### src/rtl/io_pkg.sv
`default_nettype none
// ============================================================================
//  Module   : io_pkg
//  Purpose  : Shared constants and types for the interrupt injector slice.
//             INT_NONE is the "no interrupt" word seen by the processor;
//             state_t enumerates the presentation FSM.
//  Ports    : none (package)
//  Revision : 1.0  initial release
// ============================================================================
package io_pkg;

  // All-zero instruction word means "no interrupt pending".
  localparam logic [31:0] INT_NONE = 32'd0;

  localparam int DEFAULT_DEPTH      = 8;
  localparam int DEFAULT_GAP_CYCLES = 4;
  localparam int DEFAULT_WIDTH      = 32;

  typedef enum logic [1:0] {
    IDLE    = 2'd0,
    PRESENT = 2'd1,
    GAP     = 2'd2
  } state_t;

endpackage
`default_nettype wire

### src/rtl/int_fifo.sv
`default_nettype none
// ============================================================================
//  Module   : int_fifo
//  Purpose  : Synchronous FIFO for queued interrupt words. The head entry is
//             shown combinationally from storage[rd_ptr].
//  Ports    : clock   - system clock
//             reset   - asynchronous, active-low
//             wr_en   - write request (ignored while full)
//             wr_data - word to store
//             rd_en   - pop request (ignored while empty)
//             head    - word at the read pointer
//             full    - occupancy equals DEPTH
//             empty   - occupancy equals zero
//             count   - occupancy, 0..DEPTH
//  Revision : 1.0  initial release
// ============================================================================
module int_fifo #(
  parameter int DEPTH = 8,
  parameter int WIDTH = 32
) (
  input  logic                   clock,
  input  logic                   reset,
  input  logic                   wr_en,
  input  logic [WIDTH-1:0]       wr_data,
  input  logic                   rd_en,
  output logic [WIDTH-1:0]       head,
  output logic                   full,
  output logic                   empty,
  output logic [$clog2(DEPTH):0] count
);

  localparam int c_ptr_w = $clog2(DEPTH);
  localparam int c_cnt_w = c_ptr_w + 1;

  logic [WIDTH-1:0]   r_mem [DEPTH];
  logic [c_ptr_w-1:0] r_wr_ptr;
  logic [c_ptr_w-1:0] r_rd_ptr;
  logic [c_cnt_w-1:0] r_count;
  logic               w_wr;
  logic               w_rd;

  assign full  = (r_count == c_cnt_w'(DEPTH));
  assign empty = (r_count == '0);
  assign count = r_count;
  assign head  = r_mem[r_rd_ptr];

  // Full/empty are the pre-edge flags, so a pop while full never makes room
  // for a push in the same cycle.
  assign w_wr = wr_en && !full;
  assign w_rd = rd_en && !empty;

  // Storage needs no reset: the pointers define what is valid.
  always_ff @(posedge clock) begin
    if (w_wr) begin
      r_mem[r_wr_ptr] <= wr_data;
    end
  end

  // DEPTH is a power of two, so pointer wrap is plain binary overflow.
  always_ff @(posedge clock or negedge reset) begin
    if (!reset) begin
      r_wr_ptr <= '0;
      r_rd_ptr <= '0;
      r_count  <= '0;
    end else begin
      if (w_wr) begin
        r_wr_ptr <= r_wr_ptr + c_ptr_w'(1);
      end
      if (w_rd) begin
        r_rd_ptr <= r_rd_ptr + c_ptr_w'(1);
      end
      case ({w_wr, w_rd})
        2'b10:   r_count <= r_count + c_cnt_w'(1);
        2'b01:   r_count <= r_count - c_cnt_w'(1);
        default: r_count <= r_count;
      endcase
    end
  end

endmodule
`default_nettype wire

### src/rtl/interrupt_injector.sv
`default_nettype none
// ============================================================================
//  Module   : interrupt_injector
//  Purpose  : Queues instruction words from an I/O bridge and presents them
//             one at a time on interrupt_instruction. After each processor
//             acknowledge the output is forced to zero for GAP_CYCLES cycles.
//  Ports    : clock                 - system clock
//             reset                 - asynchronous, active-low
//             push_valid/push_data  - word offered by the source
//             push_ready            - FIFO not full
//             interrupt_instruction - head word while presenting, else 0
//             int_ack               - processor consumed presented word
//             count                 - FIFO occupancy
//             drop_zero             - pulse: accepted push carried zero
//             overflow              - sticky: push offered while full
//  Revision : 1.0  initial release
// ============================================================================
module interrupt_injector
  import io_pkg::*;
#(
  parameter int DEPTH      = DEFAULT_DEPTH,
  parameter int GAP_CYCLES = DEFAULT_GAP_CYCLES,
  parameter int WIDTH      = DEFAULT_WIDTH
) (
  input  logic                   clock,
  input  logic                   reset,
  input  logic                   push_valid,
  input  logic [WIDTH-1:0]       push_data,
  output logic                   push_ready,
  output logic [WIDTH-1:0]       interrupt_instruction,
  input  logic                   int_ack,
  output logic [$clog2(DEPTH):0] count,
  output logic                   drop_zero,
  output logic                   overflow
);

  // Gap counter holds GAP_CYCLES-1 down to 0.
  localparam int                 c_gap_w    = (GAP_CYCLES > 1) ? $clog2(GAP_CYCLES) : 1;
  localparam logic [c_gap_w-1:0] c_gap_load = c_gap_w'(GAP_CYCLES - 1);
  localparam logic [WIDTH-1:0]   c_none     = WIDTH'(INT_NONE);

  state_t             r_state;
  logic [c_gap_w-1:0] r_gap_cnt;
  logic               r_drop_zero;
  logic               r_overflow;

  logic               w_full;
  logic               w_empty;
  logic [WIDTH-1:0]   w_head;
  logic               w_accept;
  logic               w_is_zero;
  logic               w_wr_en;
  logic               w_pop;

  assign w_accept  = push_valid && !w_full;
  assign w_is_zero = (push_data == c_none);
  // Zero words are accepted (handshake completes) but never stored.
  assign w_wr_en   = w_accept && !w_is_zero;
  // Acks outside PRESENT are ignored.
  assign w_pop     = (r_state == PRESENT) && int_ack;

  int_fifo #(
    .DEPTH (DEPTH),
    .WIDTH (WIDTH)
  ) u_fifo (
    .clock   (clock),
    .reset   (reset),
    .wr_en   (w_wr_en),
    .wr_data (push_data),
    .rd_en   (w_pop),
    .head    (w_head),
    .full    (w_full),
    .empty   (w_empty),
    .count   (count)
  );

  always_ff @(posedge clock or negedge reset) begin
    if (!reset) begin
      r_state   <= IDLE;
      r_gap_cnt <= '0;
    end else begin
      case (r_state)
        IDLE: begin
          if (!w_empty) begin
            r_state <= PRESENT;
          end
        end
        PRESENT: begin
          if (int_ack) begin
            r_state   <= GAP;
            r_gap_cnt <= c_gap_load;
          end
        end
        GAP: begin
          // Occupancy here already reflects the pop taken on entry.
          if (r_gap_cnt == '0) begin
            r_state <= w_empty ? IDLE : PRESENT;
          end else begin
            r_gap_cnt <= r_gap_cnt - c_gap_w'(1);
          end
        end
        default: r_state <= IDLE;
      endcase
    end
  end

  always_ff @(posedge clock or negedge reset) begin
    if (!reset) begin
      r_drop_zero <= 1'b0;
      r_overflow  <= 1'b0;
    end else begin
      r_drop_zero <= w_accept && w_is_zero;
      r_overflow  <= r_overflow || (push_valid && w_full);
    end
  end

  // Moore output: the head only moves on a pop, so it is stable in PRESENT.
  assign interrupt_instruction = (r_state == PRESENT) ? w_head : c_none;
  assign push_ready            = !w_full;
  assign drop_zero             = r_drop_zero;
  assign overflow              = r_overflow;

endmodule
`default_nettype wire

### config.mk
export PLATFORM = sky130hd
export DESIGN_NAME = interrupt_injector
export DESIGN_NICKNAME = d
export VERILOG_FILES = /design/src/rtl/io_pkg.sv /design/src/rtl/int_fifo.sv /design/src/rtl/interrupt_injector.sv
export SDC_FILE = /design/constraint.sdc
export NUM_CORES = 1
export LEC_CHECK = 0
export ABC_AREA = 1
export CORE_MARGIN = 4
export CORE_UTILIZATION = 55
export CTS_CLUSTER_SIZE = 12
export DETAILED_ROUTE_END_ITERATION = 10
export GPL_TIMING_DRIVEN = 0
export PLACE_DENSITY = 0.75
export SYNTH_ARGS = -nofsm -noshare
export SYNTH_HDL_FRONTEND = slang
export SYNTH_SLANG_ARGS = --single-unit
### constraint.sdc
create_clock -name clock -period 4.6 [get_ports clock]
set_input_delay 0.92 -clock clock [delete_from_list [all_inputs] [get_ports clock]]
set_output_delay 0.92 -clock clock [all_outputs]
set_load 0.005 [all_outputs]
; Word-level counts from Yosys, hierarchy flattened
; Memories as Yosys holds them, arrays and structs flattened.
; Cells that the tools add are included.
[op_classes]
muxes = 12
n_reduce_logical = 19
n_addsub = 5
n_eq_ne = 9
[op_table]
columns = op, n
row1 = zero test 32 bit, 1
row2 = 2-to-1 mux 32 bit, 1
row3 = 2-to-1 mux 2 bit, 5
row4 = "inequality test 2 bit, second input constant", 4
row5 = one-hot mux 4 bit (2 select lines), 1
row6 = logical AND 1 bit, 7
row7 = "adder 3 x 1 -> 3 bit, second input constant", 2
row8 = one-hot mux 2 bit (3 select lines), 1
row9 = AND reduction 3 bit, 2
row10 = "adder 4 x 1 -> 4 bit, second input constant", 1
row11 = "== test 2 x 1 -> 1 bit, second input constant", 2
row12 = "== test 2 bit, second input constant", 2
row13 = "== test 4 bit, second input constant", 1
row14 = zero test 2 bit, 2
row15 = zero test 4 bit, 1
row16 = one-hot mux 2 bit (2 select lines), 1
row17 = nonzero test 2 bit, 2
row18 = "subtractor 4 x 1 -> 4 bit, second input constant", 1
row19 = zero test 1 bit, 3
row20 = 2-to-1 mux 1 bit, 3
row21 = "subtractor 2 x 1 -> 2 bit, second input constant", 1
row22 = logical OR 1 bit, 1
[totals]
in_bits = 36
ff_bits = 16
output_inout_bits = 39
ram_bits = 256
n_memories = 1
[memory_table]
columns = name, words, word_bits, read_ports, rd_ports_with_merged_regs, wr, line
row1 = u_fifo.r_mem, 8, 32, 1, 0, 1, int_fifo.sv:35  ; logic [WIDTH-1:0] r_mem [DEPTH];

; Logic depth before layout (Yosys ltp)
[logic_depth]
depth_word = 7
ltp_mapped = 15

; Cells and area by module
; A second synthesis with hierarchy kept.
[unflattened]
hier_cells = 1316
area_unflattened_um2 = 12303.0
[modules_own_cells]
columns = module, instances, area_per_inst_um2, seq_area_each_um2, cells_per_inst
row1 = int_fifo, 1, 11644.9, 7937.6, 1187
row2 = interrupt_injector, 1, 658.1, 150.1, 129

; Worst setup path after synthesis
; Ideal clock, no wire load.
[synth_timing]
kind = input to register
from = in push_data[13]
to = mem u_fifo.r_mem[0][0], enable pin
cell_stages = 7
path_slack_ns = 1.487
setup_time_ns = 0.421
arrival_ns = 2.691
path_cell_list = nor2_1 nand2_1 nor2_1 nand2_1 o21ai_2 buf_6 nor2_1
[synth_via]
elab_chain_len = 6
[synth_lines]
columns = item, line
row1 = "start, declared", interrupt_injector.sv:28  ; input logic [WIDTH-1:0] push_data,
row2 = zero test 32 bit, interrupt_injector.sv:56  ; assign w_is_zero = (push_data == c_none);
row3 = zero test 1 bit, interrupt_injector.sv:58  ; assign w_wr_en = w_accept && !w_is_zero;
row4 = logical AND 1 bit, interrupt_injector.sv:58
row5 = logical AND 1 bit, int_fifo.sv:49  ; assign w_wr = wr_en && !full;
row6 = 2-to-1 mux 1 bit, int_fifo.sv:54  ; if (w_wr) begin
row7 = 2-to-1 mux 1 bit (implied by the code), int_fifo.sv:55  ; r_mem[r_wr_ptr] <= wr_data;
row8 = "end, declared", int_fifo.sv:35
; No other way between the ends.

; Worst setup path after layout
[layout_timing]
from = reg r_state[1]
to = out interrupt_instruction[27]
[layout_via]
elab_chain_len = 2
[layout_lines]
columns = item, line
row1 = "start, declared", interrupt_injector.sv:42  ; state_t r_state;
row2 = "start signal, assigned", interrupt_injector.sv:97  ; r_state <= w_empty ? IDLE : PRESENT;
row3 = == test 2 x 1 -> 1 bit, interrupt_injector.sv:118  ; assign interrupt_instruction = (r_state == PRESENT) ? w_head : c_none;
row4 = 2-to-1 mux 32 bit, interrupt_injector.sv:118
row5 = "end, declared", interrupt_injector.sv:30  ; output logic [WIDTH-1:0] interrupt_instruction,
; No other way between the ends.

==> impl_metrics.tcl <==
set metrics [dict create \
    die_y_um 150.5 \
    insertion_delay_ns 0.52 \
    netlist_area_um2 11180 \
    combPwrFrac 0.378 \
    dp_hpwl_um 16960 \
    cts_hold_repair.buffers 0 \
    critPathTopFamily "buffers and inverters" \
    fillers 1390 \
    ys_seq_area_frac 0.7237 \
    maxCapViolations 0 \
    drt_iter0_markers 689 \
    finClkSkew_ns 0.01124 \
    ios 75 \
    final_nets 1104 \
    irDropWorstVdd_uv 357.2 \
    drtPass1Iterations 5 \
    synth_nets 992 \
    cts_setup_buffers 0 \
    clkPwrFrac 0.241 \
    rows 51 \
    routedWlPerCell_um 18.85 \
    fp.dieW_um 150.5 \
    hp-class "flip-flop to flip-flop" \
    yosysTopAreaCellShare 0.6879 \
    endpoint "interrupt_instruction[27]" \
    finalSetupViolations 0 \
    period_needed_ns 3.739 \
    ant_nets 0 \
    postSynthAreaPerCell_um2 11.76 \
    syn_inst 950 \
    status "complete, no violations" \
    cp-startpoint "r_state[1]$_DFFE_PN0P_" \
    io_buffers 74 \
    fmax_ghz 0.2674 \
    worst_setup_path_end_kind "output port" \
    syn_to_final_growth_pct 19.36 \
    hold_viol_final 0 \
    p_switching_mw 2.960 \
    num_vias 7605 \
    cts_buffers 28 \
    regToRegStartpoint "r_state[1]$_DFFE_PN0P_" \
    drc 0 \
    wl_um 25360 \
    htreeDepth 1 \
    ys_warn_count 0 \
    cp-start-kind "flip-flop" \
    rsz0062_at_grt "no" \
    diodes 0 \
    gp_congestion 0.8019 \
    period_share 0.8128 \
    async_flop_share 0.05882 \
    synth_top_area_cell "edfxtp_1" \
    synth_area_leaders "edfxtp_1 (69%), nor2_1 (9.9%), o21ai_0 (7.1%)" \
    p_sw_frac 0.3500 \
    crit_type "flip-flop to output port" \
    viasPerCell 5.654 \
    coreArea_um2 19720 \
    crit_cells 5 \
    intPower_mw 5.496 \
    grt_max_degree 26 \
    powerDensity_nw_per_um2 633.9 \
    grt_pass1_wl_um 40030 \
    r2r_end "u_fifo.count[2]$_DFFE_PN0P_" \
    die_area_um2 22660 \
    cts-root-buf "clkbuf_16" \
    initial_core_util 0.5668 \
    antenna_found_initial 0 \
    synth_edf_count 256 \
    worst_pin_slew_ns 0.8278 \
    synthFlopType "edfxtp_1" \
    clock-sinks 272 \
    cp_max_fo 10 \
    reg2reg_slack_ns 1.74 \
    ys_seq_elements 272 \
    path_cells "nor2_1 -> clkbuf_1 -> o21ai_0 -> nor2_1 -> clkdlybuf4s50_1" \
    gr-total-overflow 0 \
    cts_tree "done" \
    p_leak_nw 4.601 \
    power_mw 8.456 \
    cts_resized 0 \
    cp.arrival_ns 2.82 \
    pwr-share-seq 0.381 \
    synthDistinctLibCells 26 \
    drive_above_1_share 0.08056 \
    grt_usage 0.2284 \
    setup_tns_ns 0 \
    drv_slew 0 \
    cp_num_buf_inv 2 \
    cts_max_path_buffers 3 \
    cp_data_required_time_ns 3.68 \
    critical_path.most_common_cell "nor2_1" \
    critical-path-max-stage-delay_ns 0.52 \
    slowest_stage "nor2_1" \
    slew_headroom 0.4464 \
    clk_pin_slew_ns 0.06 \
    grt_pass1_vias 7679 \
    rr_worst_depth 12 \
    min_from "overflow$_DFF_PN0_" \
]
## routing by layer
| layer | vias up | wire length, um | GRT usage |
|---|---|---|---|
| li1 | 3554 | - | - |
| met5 | - | 0 | 0 |
| met3 | 55 | 1831 | 0.03191 |
| met4 | 0 | 805 | 0.07731 |
| met2 | 354 | 12340 | 0.3833 |
| met1 | 3642 | 10390 | 0.3100 |
## area by class of cell
class	count	area [um2]	share of cell area
flip-flops and latches	272	8088	0.6063
multi-input cells	604	2740	0.2054
repair buffers	82	945.9	0.07091
clock buffers	44	802.0	0.06013
plain buffers	54	332.8	0.02495
well taps	265	331.6	0.02486
inverters	20	75.07	0.005628
clock inverters	4	23.77	0.001782
## metrics by stage
stage          std cells  hold slack (ns)  setup WS (ns)  cell area, um2  utilization
3_5_place_dp        1297           0.4696         0.6789           12510       0.6346
5_1_grt             1345           0.5141         0.6472           13340       0.6765
2_1_floorplan        950           0.4396          1.487           11180            -
4_1_cts             1345           0.4811         0.8760           13340       0.6765
6_report            1345           0.4821         0.8610           13340       0.6765
3_3_place_gp        1289           0.4512        -0.3418           12250       0.6212
## kinds of logic (layout without fill, tap and decap cells)
family	count (synthesis)	in the layout	share of synthesized area
compound gates	232	232	0.1049
xor+xnor	5	5	0.003919
fa+ha+maj	6	6	0.006717
simple gates	361	361	0.1243
flops	272	272	0.7237
buf+inv	74	204	0.03650
## sequential cells by signal, indices dropped and copies added, names as in the netlist
| signal | count |
|---|---|
| drop_zero | 1 |
| overflow | 1 |
| r_gap_cnt | 2 |
| r_state | 2 |
| u_fifo.count | 4 |
| u_fifo.r_mem | 256 |
| u_fifo.r_rd_ptr | 3 |
| u_fifo.r_wr_ptr | 3 |
## synth_stat cells, drive strengths merged, types with 2 or more instances
library cell and count:
nor2 296, edfxtp 256, o21ai 228, nand2 43
buf 30, clkbuf 24, inv 20, nand3 17
dfrtp 16, ha 6, nand4 3, xor2 3
xnor2 2
## layout by cell type, fill, tap and decap left out, types with 2 or more instances in the layout
cell type and count:
buf_12 3, buf_16 6, buf_2 16, buf_4 5, buf_6 6, buf_8 2, clkbuf_1 31, clkbuf_16 29
clkbuf_2 6, clkbuf_8 2, clkdlybuf4s50_1 74, clkinv_1 2, dfrtp_1 16, edfxtp_1 256, ha_1 6, inv_1 20
nand2_1 43, nand3_1 17, nand4_1 3, nor2_1 288, nor2_4 8, o21ai_0 159, o21ai_1 68, xnor2_1 2
xor2_1 3
## power groups by stage
stage          sequential (mW)  clock [mW]  combinational (mW)
3_3_place_gp              3.28           0                2.95
4_1_cts                   3.22        2.05                3.21
5_1_grt                   3.25        2.17                3.56
2_1_floorplan             3.26           0                1.83
3_5_place_dp              3.26           0                3.17
6_report                  3.22        2.04                3.20
## worst min path at each step
stage                          endpoint  cells past startpoint  slack [ns]
6_report             overflow$_DFF_PN0_                      1        0.48
5_1_grt              overflow$_DFF_PN0_                      1        0.51
4_1_cts              overflow$_DFF_PN0_                      1        0.48
3_5_place_dp         overflow$_DFF_PN0_                      1        0.47
3_3_place_gp   r_gap_cnt[0]$_DFFE_PN0P_                      1        0.45
2_1_floorplan  r_gap_cnt[0]$_DFFE_PN0P_                      1        0.44
Note: power is estimated with default switching activity, not from simulation.
